File: config.mk
export PLATFORM = sky130hd
export DESIGN_NAME = uart_rx_fifo_flat
export DESIGN_NICKNAME = d
export VERILOG_FILES = /design/src/rtl/uart_rx_fifo_if.sv /design/src/rtl/uart_rx_fifo.sv /design/src/flat_wrapper.sv
export SDC_FILE = /design/constraint.sdc
export NUM_CORES = 1
export LEC_CHECK = 0
export BUFFER_PORTS_ARGS = -buffer_cell sky130_fd_sc_hd__buf_2
export CORE_MARGIN = 2
export CORE_UTILIZATION = 30
export CTS_BUF_LIST = sky130_fd_sc_hd__clkbuf_4 sky130_fd_sc_hd__clkbuf_8 sky130_fd_sc_hd__clkbuf_16
export CTS_CLUSTER_DIAMETER = 30
export CTS_CLUSTER_SIZE = 24
export DETAILED_ROUTE_END_ITERATION = 16
export GPL_TIMING_DRIVEN = 0
export PLACE_DENSITY_LB_ADDON = 0.3
export SYNTH_ARGS = -nofsm -noshare
export SYNTH_HDL_FRONTEND = slang
export SYNTH_SLANG_ARGS = --single-unit
File: constraint.sdc
create_clock -name clk -period 8.7 [get_ports clk]
set_input_delay 1.74 -clock clk [delete_from_list [all_inputs] [get_ports clk]]
set_output_delay 1.74 -clock clk [all_outputs]
set_load 0.02 [all_outputs]
File: src/rtl/uart_rx_fifo_if.sv
// rtl/uart_rx_fifo_if.sv - receive FIFO bus bundle between UART receiver, host and buffer
//
// Purpose: groups the receiver-facing inputs, host read/clear controls and the
//          buffer status outputs so they travel as one port.
// Signals:
//   rx_data  [7:0]     received byte from the UART receiver
//   rx_done            receiver frame-complete level (Tick domain, asynchronous)
//   tick               16x baud oversampling pulse (asynchronous)
//   rd_en              host pop request
//   clr_ovf            host clear of the sticky overflow flag
//   rd_data  [7:0]     popped byte
//   empty / full       occupancy flags
//   count    [ADDR_W:0] occupancy 0..DEPTH
//   overflow           sticky: a byte was dropped
//   timeout            non-empty and the line has been idle long enough
// Modports: master = receiver/host side, slave = buffer.

interface uart_rx_fifo_if #(
  parameter int ADDR_W = 4
);
  logic [7:0]      rx_data;
  logic            rx_done;
  logic            tick;
  logic            rd_en;
  logic            clr_ovf;
  logic [7:0]      rd_data;
  logic            empty;
  logic            full;
  logic [ADDR_W:0] count;
  logic            overflow;
  logic            timeout;

  modport master (
    output rx_data, rx_done, tick, rd_en, clr_ovf,
    input  rd_data, empty, full, count, overflow, timeout
  );

  modport slave (
    input  rx_data, rx_done, tick, rd_en, clr_ovf,
    output rd_data, empty, full, count, overflow, timeout
  );
endinterface

File: src/rtl/uart_rx_fifo.sv
// rtl/uart_rx_fifo.sv - UART receive byte FIFO with overflow and idle-line timeout
//
// Purpose: captures each completed UART frame into a DEPTH-entry FIFO, serves
//          bytes to the host through a one-cycle-latency read port, and reports
//          occupancy, sticky overflow and an idle-line timeout.
// Ports:
//   clk   system clock, rising edge
//   rst   synchronous reset, active high
//   bus   uart_rx_fifo_if.slave (rx_data, rx_done, tick, rd_en, clr_ovf in;
//         rd_data, empty, full, count, overflow, timeout out)
// Parameters:
//   DEPTH          FIFO entries, power of 2, 2..256
//   ADDR_W         log2(DEPTH)
//   TIMEOUT_TICKS  tick strobes of line idle before timeout, 1..65535

module uart_rx_fifo #(
  parameter int DEPTH         = 16,
  parameter int ADDR_W        = 4,
  parameter int TIMEOUT_TICKS = 640
) (
  input  logic          clk,
  input  logic          rst,
  uart_rx_fifo_if.slave bus
);

  localparam logic [ADDR_W:0] PTR_ONE     = (ADDR_W+1)'(1);
  localparam logic [15:0]     TIMEOUT_VAL = 16'(TIMEOUT_TICKS);

  // ---------------------------------------------------------------------------
  // Input conditioning: two synchronizer flops plus one edge flop per signal.
  // Everything resets to 1 so a level already high at reset release is not
  // mistaken for a fresh rising edge.
  // ---------------------------------------------------------------------------
  logic done_s1, done_s2, done_q;
  logic tick_s1, tick_s2, tick_q;
  logic wr_stb;
  logic tick_stb;

  always_ff @(posedge clk) begin
    if (rst) begin
      done_s1 <= 1'b1;
      done_s2 <= 1'b1;
      done_q  <= 1'b1;
      tick_s1 <= 1'b1;
      tick_s2 <= 1'b1;
      tick_q  <= 1'b1;
    end else begin
      done_s1 <= bus.rx_done;
      done_s2 <= done_s1;
      done_q  <= done_s2;
      tick_s1 <= bus.tick;
      tick_s2 <= tick_s1;
      tick_q  <= tick_s2;
    end
  end

  assign wr_stb   = done_s2 & ~done_q;
  assign tick_stb = tick_s2 & ~tick_q;

  // ---------------------------------------------------------------------------
  // Storage and pointers. Pointers carry one extra wrap bit so full and empty
  // are distinguishable without a separate counter.
  // ---------------------------------------------------------------------------
  logic [7:0]      mem [DEPTH];
  logic [ADDR_W:0] wr_ptr;
  logic [ADDR_W:0] rd_ptr;
  logic [7:0]      rd_data_q;
  logic            overflow_q;
  logic [15:0]     idle_cnt;

  logic empty_i;
  logic full_i;
  logic rd_ok;
  logic wr_ok;
  logic wr_drop;

  assign empty_i = (wr_ptr == rd_ptr);
  assign full_i  = (wr_ptr[ADDR_W] != rd_ptr[ADDR_W]) &&
                   (wr_ptr[ADDR_W-1:0] == rd_ptr[ADDR_W-1:0]);

  // A pop on an empty FIFO is ignored, even when a write lands in the same
  // cycle: the new byte is not yet readable.
  assign rd_ok   = bus.rd_en & ~empty_i;
  // When full, a same-cycle pop frees the slot the write is about to use.
  assign wr_ok   = wr_stb & (~full_i | rd_ok);
  assign wr_drop = wr_stb & ~wr_ok;

  // Memory contents are don't-care after reset, so no reset term here.
  // On a full-FIFO write+read the read below still sees the old byte in this
  // slot because both are non-blocking updates on the same edge.
  always_ff @(posedge clk) begin
    if (wr_ok) begin
      mem[wr_ptr[ADDR_W-1:0]] <= bus.rx_data;
    end
  end

  always_ff @(posedge clk) begin
    if (rst) begin
      wr_ptr     <= '0;
      rd_ptr     <= '0;
      rd_data_q  <= 8'h00;
      overflow_q <= 1'b0;
      idle_cnt   <= 16'd0;
    end else begin
      if (wr_ok) begin
        wr_ptr <= wr_ptr + PTR_ONE;
      end

      if (rd_ok) begin
        rd_data_q <= mem[rd_ptr[ADDR_W-1:0]];
        rd_ptr    <= rd_ptr + PTR_ONE;
      end

      // Set beats clear so a drop coincident with a clear is never lost.
      if (wr_drop) begin
        overflow_q <= 1'b1;
      end else if (bus.clr_ovf) begin
        overflow_q <= 1'b0;
      end

      // Idle counter: restarts on every accepted byte, saturates at the limit.
      if (wr_ok) begin
        idle_cnt <= 16'd0;
      end else if (tick_stb && (idle_cnt != TIMEOUT_VAL)) begin
        idle_cnt <= idle_cnt + 16'd1;
      end
    end
  end

  // ---------------------------------------------------------------------------
  // Outputs: all derived from registered state only.
  // ---------------------------------------------------------------------------
  assign bus.rd_data  = rd_data_q;
  assign bus.empty    = empty_i;
  assign bus.full     = full_i;
  assign bus.count    = wr_ptr - rd_ptr;
  assign bus.overflow = overflow_q;
  assign bus.timeout  = (idle_cnt == TIMEOUT_VAL) & ~empty_i;

endmodule

File: src/flat_wrapper.sv
// flat-port wrapper written by rule: the top's interface ports become plain ports
module uart_rx_fifo_flat 
#(
  parameter int DEPTH         = 16,
  parameter int ADDR_W        = 4,
  parameter int TIMEOUT_TICKS = 640
)
  (clk, rst, bus_rx_data, bus_rx_done, bus_tick, bus_rd_en, bus_clr_ovf, bus_rd_data, bus_empty, bus_full, bus_count, bus_overflow, bus_timeout);
  uart_rx_fifo_if #(.ADDR_W(ADDR_W)) bus_i ();
  input  logic clk;
  input  logic rst;
  input wire logic [$bits(bus_i.rx_data)-1:0] bus_rx_data;
  input wire logic [$bits(bus_i.rx_done)-1:0] bus_rx_done;
  input wire logic [$bits(bus_i.tick)-1:0] bus_tick;
  input wire logic [$bits(bus_i.rd_en)-1:0] bus_rd_en;
  input wire logic [$bits(bus_i.clr_ovf)-1:0] bus_clr_ovf;
  output wire logic [$bits(bus_i.rd_data)-1:0] bus_rd_data;
  output wire logic [$bits(bus_i.empty)-1:0] bus_empty;
  output wire logic [$bits(bus_i.full)-1:0] bus_full;
  output wire logic [$bits(bus_i.count)-1:0] bus_count;
  output wire logic [$bits(bus_i.overflow)-1:0] bus_overflow;
  output wire logic [$bits(bus_i.timeout)-1:0] bus_timeout;
  assign bus_i.rx_data = bus_rx_data;
  assign bus_i.rx_done = bus_rx_done;
  assign bus_i.tick = bus_tick;
  assign bus_i.rd_en = bus_rd_en;
  assign bus_i.clr_ovf = bus_clr_ovf;
  assign bus_rd_data = bus_i.rd_data;
  assign bus_empty = bus_i.empty;
  assign bus_full = bus_i.full;
  assign bus_count = bus_i.count;
  assign bus_overflow = bus_i.overflow;
  assign bus_timeout = bus_i.timeout;
  uart_rx_fifo #(.DEPTH(DEPTH), .ADDR_W(ADDR_W), .TIMEOUT_TICKS(TIMEOUT_TICKS)) u_core (.clk(clk), .rst(rst), .bus(bus_i));
endmodule
==> results.json, run 1 <==
{
  "synth.avg_cell_area_um2": 14.3,
  "setup_viol": 0,
  "cp_max_fo": 10,
  "ys_ff_latch": 169,
  "grt_max_degree": 19,
  "p_per_area_nw_per_um2": 208,
  "setup_tns_ps": 0,
  "hold_buffers": 0,
  "leakage_nw": 2.48,
  "clockBufferDepth": 2,
  "ir_worst_vdd_mv": 0.112,
  "cts_sinks": 169,
  "grt_pass1_vias": 4112,
  "grtUsageMet2_pct": 21.5,
  "worstSetupEndpointType": "primary output",
  "gp_congestion": 0.766,
  "synth_largest_area_cell": "edfxtp_1",
  "synth.most_common_cell": "edfxtp_1",
  "max_slew_margin_pct": 13.9,
  "cap_viol_max_count": 0,
  "seqPwrFrac_pct": 52.2,
  "yosysTopAreaCellShare_pct": 55.3,
  "rsz0062_at_grt": "false",
  "clock_power_share_pct": 44.0,
  "synth_warnings": 0,
  "arrival_ps": 2950,
  "busiest_layer": "met2",
  "rows": 55,
  "path_clk_slew_ps": 80,
  "syn_nets": 514,
  "antenna_left": 0,
  "post_cts_buffers": 0,
  "root_buffer": "clkbuf_16",
  "switching_share_pct": 24.0,
  "crit_type": "register to primary output",
  "die_y_um": 156,
  "vias_per_cell": 4.93,
  "post_cts_resized": 0,
  "hold_path.class": "register to register",
  "grt_pass1_wl_mm": 23.8,
  "utilization_pct": 35.4,
  "synth_async_sr_flop_share_pct": 0,
  "drt-pass1-iter-count": 5,
  "drc": 0,
  "max_freq_mhz": 213,
  "insertion_delay_ps": 440,
  "cts_tree": "done",
  "dominantRegCellSynth": "edfxtp_1",
  "period_share_pct": 53.9,
  "syn_area_um2": 6960,
  "synth_enable_flop_cells": 128,
  "synth_cell_types": 48,
  "nNetsFinal": 562,
  "routed_wl_mm": 15.6,
  "power_switching_w": 0.000401,
  "tightest_slew_ps": 1280,
  "worstPathRequired_ps": 6960,
  "fin_worst_skew_ps": 12.5,
  "use_met3_pct": 2.85,
  "coreArea_um2": 22700,
  "die_w_um": 156,
  "synth_area_leaders": "edfxtp_1 55%, dfxtp_1 12%, mux2i_1 6.9%",
  "grt_use_total_pct": 13.4,
  "vias": 4114,
  "start_util_pct": 30.6,
  "grt_overflow": 0,
  "ios": 31,
  "slew_viol_final": 0,
  "port_buffers": 29,
  "drive_above_1_share_pct": 16.9,
  "syn_to_final_growth_pct": 15.6,
  "gr-usage-met1_pct": 18.2,
  "hold_viol_final": 0,
  "power_frac_comb_pct": 3.7,
  "dp_hpwl_mm": 10.4,
  "syn_inst": 488,
  "netlist_top_cells_count": "128 x edfxtp_1, 48 x mux2i_1, 42 x nor2_1",
  "internal_power_w": 0.00127,
  "antenna_found_initial": 0,
  "ys_seq_area_share_pct": 67.1,
  "outcome": "finished clean",
  "fin_crit_ps": 4690,
  "cts_made_buffers": 17,
  "h-tree-depth": 4,
  "diodes": 0,
  "wl_per_cell_um": 18.7,
  "critPathLaunchType": "register",
  "drtIter0Drc": 292,
  "dieArea_um2": 24400
}
-- kinds of logic after synthesis --
group	share of synthesized area, %
and+or+nand+nor	9.05
xor gates and xnor gates	2.50
muxes	9.50
DFF	67.1
buffers and inverters	2.50
AOI/OAI and AO/OA	7.14
adders and majority gates	2.27
-- layout make-up --
class | count | area [um2]
clock buffers | 17 | 425
inverters | 14 | 52.6
clock inverters | 15 | 159
well taps | 285 | 357
repair buffers | 29 | 145
plain buffers | 24 | 121
multi-input cells | 281 | 2120
flip-flops and latches | 169 | 4660
fillers | 2213 | 14700
-- layout by cell type (no fill, tap or decap), types with 2 or more instances in the layout --
cell	Yosys	layout
o21ai_0	15	15
mux4_2	8	8
mux2i_1	48	48
or3_1	7	7
a221oi_1	8	8
ha_1	11	11
inv_1	14	14
a21oi_1	14	14
a211oi_1	8	8
buf_2	7	36
xnor2_1	14	14
nand3_1	7	7
dfxtp_1	41	41
nor2b_1	4	4
a21o_1	2	2
clkbuf_16	0	17
or4_1	2	2
edfxtp_1	128	128
xor2_1	4	4
nand4_1	3	3
nor4b_1	3	3
nor2_1	42	42
clkinv_8	0	4
nor3_1	16	16
nand4_2	2	2
inv_6	0	3
nand3b_1	2	2
clkinv_2	0	3
o22ai_1	16	16
buf_4	4	4
clkbuf_1	11	11
nor4_1	3	3
nand2_1	16	16
nand2b_1	5	5
inv_8	0	4
or2_2	6	6
-- worst max-delay path, stage by stage (launching register included) --
cell and delay, ps:
dfxtp_1 320, clkbuf_1 160, clkbuf_1 560, inv_1 180
ha_1 410, nand4_2 320, nor2_1 310, nor2_1 80
buf_2 160
-- sequential cells by signal (all words and copies together), names as in the netlist --
name / cells
u_core.idle_cnt: 16
u_core.wr_ptr: 5
u_core.tick_s2: 1
u_core.done_s2: 1
u_core.done_q: 1
u_core.done_s1: 1
u_core.bus.overflow: 1
u_core.bus.rd_data: 8
u_core.tick_q: 1
u_core.tick_s1: 1
u_core.rd_ptr: 5
u_core.mem: 128
-- power by group through the flow --
| stage | registers, W | clock network (W) | logic (W) |
|---|---|---|---|
| global route | 0.000874 | 0.000787 | 0.0000678 |
| floorplan | 0.000894 | 0 | 0.0000307 |
| global placement | 0.000892 | 0 | 0.0000621 |
| finish | 0.000874 | 0.000737 | 0.0000626 |
| CTS | 0.000874 | 0.000753 | 0.0000635 |
| detailed placement | 0.000892 | 0 | 0.0000633 |
-- metal layers --
layer	up-vias	routed length (um)	share of wire, %
met1	2066	7320	47
met3	8	669	4.3
met5	-	0	0
met4	0	108	0.69
met2	84	7540	48
li1	1956	-	-
-- final timing paths --
path	slack (ps)	end	start	depth (start not counted)
setup reg to reg	4910	u_core.mem[1][3]	u_core.rd_ptr[2]	8
hold / removal	420	u_core.done_s2	u_core.done_s1	1
setup / recovery	4010	bus_timeout	u_core.rd_ptr[2]	8
hold reg to reg	420	u_core.done_s2	u_core.done_s1	1
-- per-stage QoR --
| stage | cell area (um2) | hold slack (ps) | total power (W) | instances | worst slack, ps |
|---|---|---|---|---|---|
| 3_3_place_gp | 7460 | 397 | 0.000954 | 802 | 4520 |
| 2_1_floorplan | 6960 | 389 | 0.000925 | 488 | 4890 |
| 3_5_place_dp | 7460 | 400 | 0.000956 | 802 | 4420 |
| 4_1_cts | 8040 | 418 | 0.00169 | 834 | 3930 |
| 6_report | 8040 | 415 | 0.00167 | 834 | 4010 |
| 5_1_grt | 8040 | 436 | 0.00173 | 834 | 3780 |
No activity file was read; power rests on OpenSTA's default activity.
==> run 2, diff against run 1 <==
==> constraint.sdc (replaced) <==
create_clock -name clk -period 3.84 [get_ports clk]
set_input_delay 0.768 -clock clk [delete_from_list [all_inputs] [get_ports clk]]
set_output_delay 0.768 -clock clk [all_outputs]
set_load 0.02 [all_outputs]
==> results.json, run 2 (same netlist as run 1, synthesis figures left out) <==
{
  "syn_to_final_growth_pct": 15.8,
  "slowest_stage": "dfxtp_1",
  "h-tree-depth": 4,
  "rows": 55,
  "largest_register_ffs": 128,
  "power_w": 0.00379,
  "coreArea_um2": 22700,
  "dp_hpwl_mm": 10.4,
  "ios": 31,
  "antenna_left": 0,
  "vias": 4129,
  "utilization_pct": 35.5,
  "layout_commonest_cell": "edfxtp_1",
  "fin_worst_skew_ps": 11.0,
  "leakage_nw": 2.49,
  "mostFrequentLayoutCells": "128 x edfxtp_1, 48 x mux2i_1, 42 x nor2_1, 41 x dfxtp_1, 36 x buf_2",
  "critPathMaxStageDelay_ps": 330,
  "nNetsFinal": 562,
  "antenna_found_initial": 0,
  "arrival_ps": 2800,
  "rsz0062_at_grt": "false",
  "vias_per_cell": 4.95,
  "hp-start": "u_core.done_s1",
  "drc": 0,
  "cap_viol_max_count": 0,
  "grt_use_total_pct": 13.4,
  "path_buf_inv": 5,
  "max_freq_mhz": 280,
  "path_cells": "buf_4, buf_6, buf_4, inv_1, ha_1, nand4_2, nor2_1, nor2_1, buf_2",
  "grt_overflow": 0,
  "setup_viol": 0,
  "drtIter0Drc": 278,
  "die_w_um": 156,
  "gp_congestion": 0.766,
  "hold_buffers": 0,
  "tightest_slew_ps": 1270,
  "insertion_delay_ps": 440,
  "diodes": 0,
  "root_buffer": "clkbuf_16",
  "cp_max_fo": 10,
  "drive_above_1_share_pct": 17.5,
  "clockBufferDepth": 2,
  "routed_wl_mm": 15.7,
  "slew_viol_final": 0,
  "cts_made_buffers": 17,
  "post-place-ws_ps": -64.5,
  "cts_sinks": 169,
  "grt_max_degree": 19,
  "p_per_area_nw_per_um2": 471,
  "die_y_um": 156,
  "ir_worst_vdd_mv": 0.252,
  "worst_slack_ps": 270,
  "outcome": "finished clean",
  "max_slew_margin_pct": 14.9,
  "grt_pass1_wl_mm": 23.8,
  "cp-startpoint": "u_core.rd_ptr[1]",
  "wl_per_cell_um": 18.8,
  "worstPathRequired_ps": 3070,
  "fin_crit_ps": 3570,
  "path_clk_slew_ps": 80,
  "hold_path.class": "register to register",
  "cts_tree": "done",
  "crit_family": "buffers and inverters",
  "period_share_pct": 93.0,
  "dieArea_um2": 24400,
  "port_buffers": 29,
  "start_util_pct": 30.6,
  "grt_pass1_vias": 4112,
  "crit_type": "register to primary output",
  "drt-pass1-iter-count": 4,
  "worstSetupEndpointType": "primary output",
  "hold_viol_final": 0,
  "crit-reg2reg-launch": "u_core.rd_ptr[1]",
  "critPathLaunchType": "register"
}
-- run 2: cell counts in the layout (fill, tap and decap cells not counted) --
Identical to the previous run, type by type.
-- run 2: per-layer routing --
metal | wire length (um) | global-route usage, %
met5 | 0 | 0
met4 | 176 | 4.06
met3 | 690 | 2.85
met2 | 7470 | 21.5
met1 | 7330 | 18.2
-- run 2: final timing paths --
| kind | to | slack (ps) | cells after the start |
|---|---|---|---|
| setup / recovery | bus_timeout | 270 | 9 |
| hold / removal | u_core.done_s2 | 420 | 1 |
| setup reg to reg | u_core.mem[0][3] | 330 | 9 |
| hold reg to reg | u_core.done_s2 | 420 | 1 |
-- run 2: final cells by class --
type,instances,area [um2]
sequential,169,4660
buffer,24,123
timing repair buffer,29,145
multi-input combinational,281,2130
clock inverter,15,159
clock buffer,17,425
tap,285,357
inverter,14,52.6
fill,2211,14700
-- run 2: per-stage QoR --
step | setup TNS [ps] | cell area, um2 | hold slack, ps | instances
4_1_cts | 0 | 8050 | 418 | 834
3_3_place_gp | 0 | 7460 | 397 | 802
5_1_grt | 0 | 8050 | 436 | 834
2_1_floorplan | 0 | 6960 | 389 | 488
6_report | 0 | 8050 | 415 | 834
3_5_place_dp | -513 | 7460 | 400 | 802
-- run 2: power breakdown --
group | switching (W) | internal [W] | total, W
Clock | 0.000803 | 0.000868 | 0.00167
Combinational | 0.000100 | 0.0000419 | 0.000142
Sequential | 0.00000852 | 0.00197 | 0.00198
-- run 2: timing repair --
action                     CTS  global route
buffers inserted             0             0
gates resized for setup      1             3
setup endpoints to repair    8            15
==> run 3, diff against run 2 <==
--- a/config.mk
+++ b/config.mk
@@ -5,11 +5,12 @@
 export SDC_FILE = /design/constraint.sdc
 export NUM_CORES = 1
 export LEC_CHECK = 0
+export ABC_AREA = 1
 export BUFFER_PORTS_ARGS = -buffer_cell sky130_fd_sc_hd__buf_2
 export CORE_MARGIN = 2
-export CORE_UTILIZATION = 30
+export CORE_UTILIZATION = 45
 export CTS_BUF_LIST = sky130_fd_sc_hd__clkbuf_4 sky130_fd_sc_hd__clkbuf_8 sky130_fd_sc_hd__clkbuf_16
-export CTS_CLUSTER_DIAMETER = 30
+export CTS_CLUSTER_DIAMETER = 40
 export CTS_CLUSTER_SIZE = 24
 export DETAILED_ROUTE_END_ITERATION = 16
 export GPL_TIMING_DRIVEN = 0
==> results.json, run 3 <==
{
  "path_buf_inv": 4,
  "netlist_top_cells_count": "253 x nand2_1, 128 x edfxtp_1, 103 x nor2_1",
  "synth_xor_area_share_pct": 1.87,
  "use_met3_pct": 3.81,
  "synth.most_common_cell": "nand2_1",
  "die_y_um": 133,
  "port_buffers": 30,
  "mostFrequentLayoutCells": "253 x nand2_1, 128 x edfxtp_1, 103 x nor2_1, 74 x nand3_1, 45 x inv_1",
  "synth_async_sr_flop_share_pct": 0,
  "routed_wl_mm": 17.6,
  "worstSetupEndpointType": "register",
  "start_util_pct": 45.6,
  "arrival_ps": 3270,
  "rows": 47,
  "p_per_area_nw_per_um2": 495,
  "gr-usage-met1_pct": 26.8,
  "synth_cell_types": 27,
  "drive_above_1_share_pct": 11.8,
  "root_buffer": "clkbuf_16",
  "vias_per_cell": 5.14,
  "largest_register_ffs": 128,
  "ir_worst_vdd_mv": 0.369,
  "dp_hpwl_mm": 11.7,
  "fin_worst_skew_ps": 19.5,
  "busiest_layer": "met2",
  "grt_max_degree": 18,
  "ios": 31,
  "synth-compound-area-share_pct": 4.83,
  "die_w_um": 133,
  "cts_made_buffers": 17,
  "grt_pass1_vias": 5102,
  "ys_seq_area_share_pct": 62.2,
  "antenna_left": 0,
  "synth_simple_gate_area_share_pct": 24.7,
  "rsz0062_at_grt": "false",
  "post_cts_resized": 0,
  "synth.avg_cell_area_um2": 9.54,
  "synth_enable_flop_cells": 128,
  "setup_tns_ps": 0,
  "cts_tree": "done",
  "max_freq_mhz": 310,
  "hold_buffers": 0,
  "clock_power_share_pct": 39.0,
  "grt_overflow": 0,
  "max_slew_margin_pct": 43.4,
  "drc": 0,
  "leakage_nw": 3.24,
  "setup_viol": 0,
  "clockBufferDepth": 2,
  "gp_congestion": 0.852,
  "critPathLaunchType": "register",
  "outcome": "finished clean",
  "post_cts_buffers": 0,
  "syn_inst": 787,
  "worstPathRequired_ps": 3880,
  "fin_crit_ps": 3220,
  "insertion_delay_ps": 430,
  "grtUsageMet2_pct": 34.3,
  "grt_pass1_wl_mm": 27.4,
  "slew_viol_final": 0,
  "path_cells": "buf_2, inv_1, buf_2, ha_1, nand4_2, nor2_4, nand2_4, nand2_4, inv_1, nand2_1, nor2_1",
  "critPathMaxStageDelay_ps": 680,
  "nNetsFinal": 862,
  "dominantRegCellSynth": "edfxtp_1",
  "yosys-mux-area-fraction_pct": 0,
  "coreArea_um2": 16500,
  "vias": 5496,
  "diodes": 0,
  "path_clk_slew_ps": 70,
  "h-tree-depth": 4,
  "syn_to_final_growth_pct": 13.2,
  "yosysTopAreaCellShare_pct": 51.2,
  "antenna_found_initial": 0,
  "grt_use_total_pct": 20.7,
  "synth_warnings": 0,
  "synth_fa_ha_area_share_pct": 2.10,
  "dieArea_um2": 17700,
  "hold_path.class": "register to register",
  "period_share_pct": 83.9,
  "power_frac_comb_pct": 13.4,
  "synth_largest_area_cell": "edfxtp_1",
  "syn_area_um2": 7500,
  "utilization_pct": 51.6,
  "drt-pass1-iter-count": 6,
  "seqPwrFrac_pct": 47.6,
  "switching_share_pct": 28.3,
  "ys_ff_latch": 169,
  "crit_family": "simple AND/OR/NAND/NOR gates",
  "cap_viol_max_count": 0,
  "synth_top_family_by_area": "simple AND/OR/NAND/NOR gates",
  "syn_nets": 813,
  "power_switching_w": 0.00119,
  "hold_viol_final": 0,
  "tightest_slew_ps": 846,
  "layout_commonest_cell": "nand2_1",
  "internal_power_w": 0.00302,
  "slowest_stage": "nor2_1",
  "cp_max_fo": 11,
  "drtIter0Drc": 608,
  "wl_per_cell_um": 16.4,
  "synth_area_leaders": "edfxtp_1 51%, nand2_1 13%, dfxtp_1 11%",
  "cts_sinks": 169,
  "crit_type": "register to register"
}
run 3: cell count changes after synthesis, sizes merged, moves of 8 or more:
| cell | change |
|---|---|
| a211oi | -8 |
| xnor2 | -10 |
| inv | +31 |
| nand2 | +241 |
| nand3 | +67 |
| a21oi | +12 |
| nor2 | +64 |
| mux2i | -48 |
| mux4 | -8 |
| o22ai | -16 |
| a221oi | -8 |
| o21ai | +24 |
| nor3 | -16 |
run 3: layout make-up:
cell class,count,area (um2)
fill,1506,7970
clock buffer,18,433
multi-input combinational,541,2510
buffer,31,156
inverter,46,173
timing repair buffer,30,150
tap,220,275
clock inverter,14,135
sequential,169,4660
run 3: metrics by stage:
stage | std cells | worst slack, ps | cell area (um2) | power [W] | hold WS [ps]
floorplan | 787 | 1380 | 7500 | 0.00241 | 389
global placement | 1037 | 642 | 7930 | 0.00260 | 393
detailed placement | 1037 | 639 | 7930 | 0.00260 | 400
CTS | 1069 | 623 | 8500 | 0.00422 | 417
global route | 1069 | 428 | 8500 | 0.00435 | 432
finish | 1069 | 616 | 8500 | 0.00421 | 411
run 3: kinds of logic (layout without fill, tap and decap cells):
group                    count (synthesis)  count (layout)
AND/OR/NAND/NOR                        448             448
XOR/XNOR                                16              16
adder cells (fa/ha/maj)                 12              12
buffers and inverters                   77             139
flip-flops                             169             169
AO/OA/AOI/OAI                           65              65
run 3: power groups by stage:
stage	combinational (W)	sequential [W]	clock [W]
3_3_place_gp	0.000552	0.00204	0
3_5_place_dp	0.000560	0.00204	0
4_1_cts	0.000562	0.00200	0.00165
5_1_grt	0.000625	0.00201	0.00172
2_1_floorplan	0.000352	0.00206	0
6_report	0.000563	0.00200	0.00164
run 3: path summary, 6_finish.rpt:
check                   start                 to  slack, ps  cells past startpoint
max          u_core.rd_ptr[1]  u_core.mem[10][0]        620                     11
min            u_core.done_s1     u_core.done_s2        410                      1
max reg2reg  u_core.rd_ptr[1]  u_core.mem[10][0]        620                     11
min reg2reg    u_core.done_s1     u_core.done_s2        410                      1
run 3: per-layer routing:
layer	vias to the layer above	routed length [um]
met5	-	0
met1	2598	7620
met2	167	8450
met4	0	474
li1	2701	-
met3	30	1020
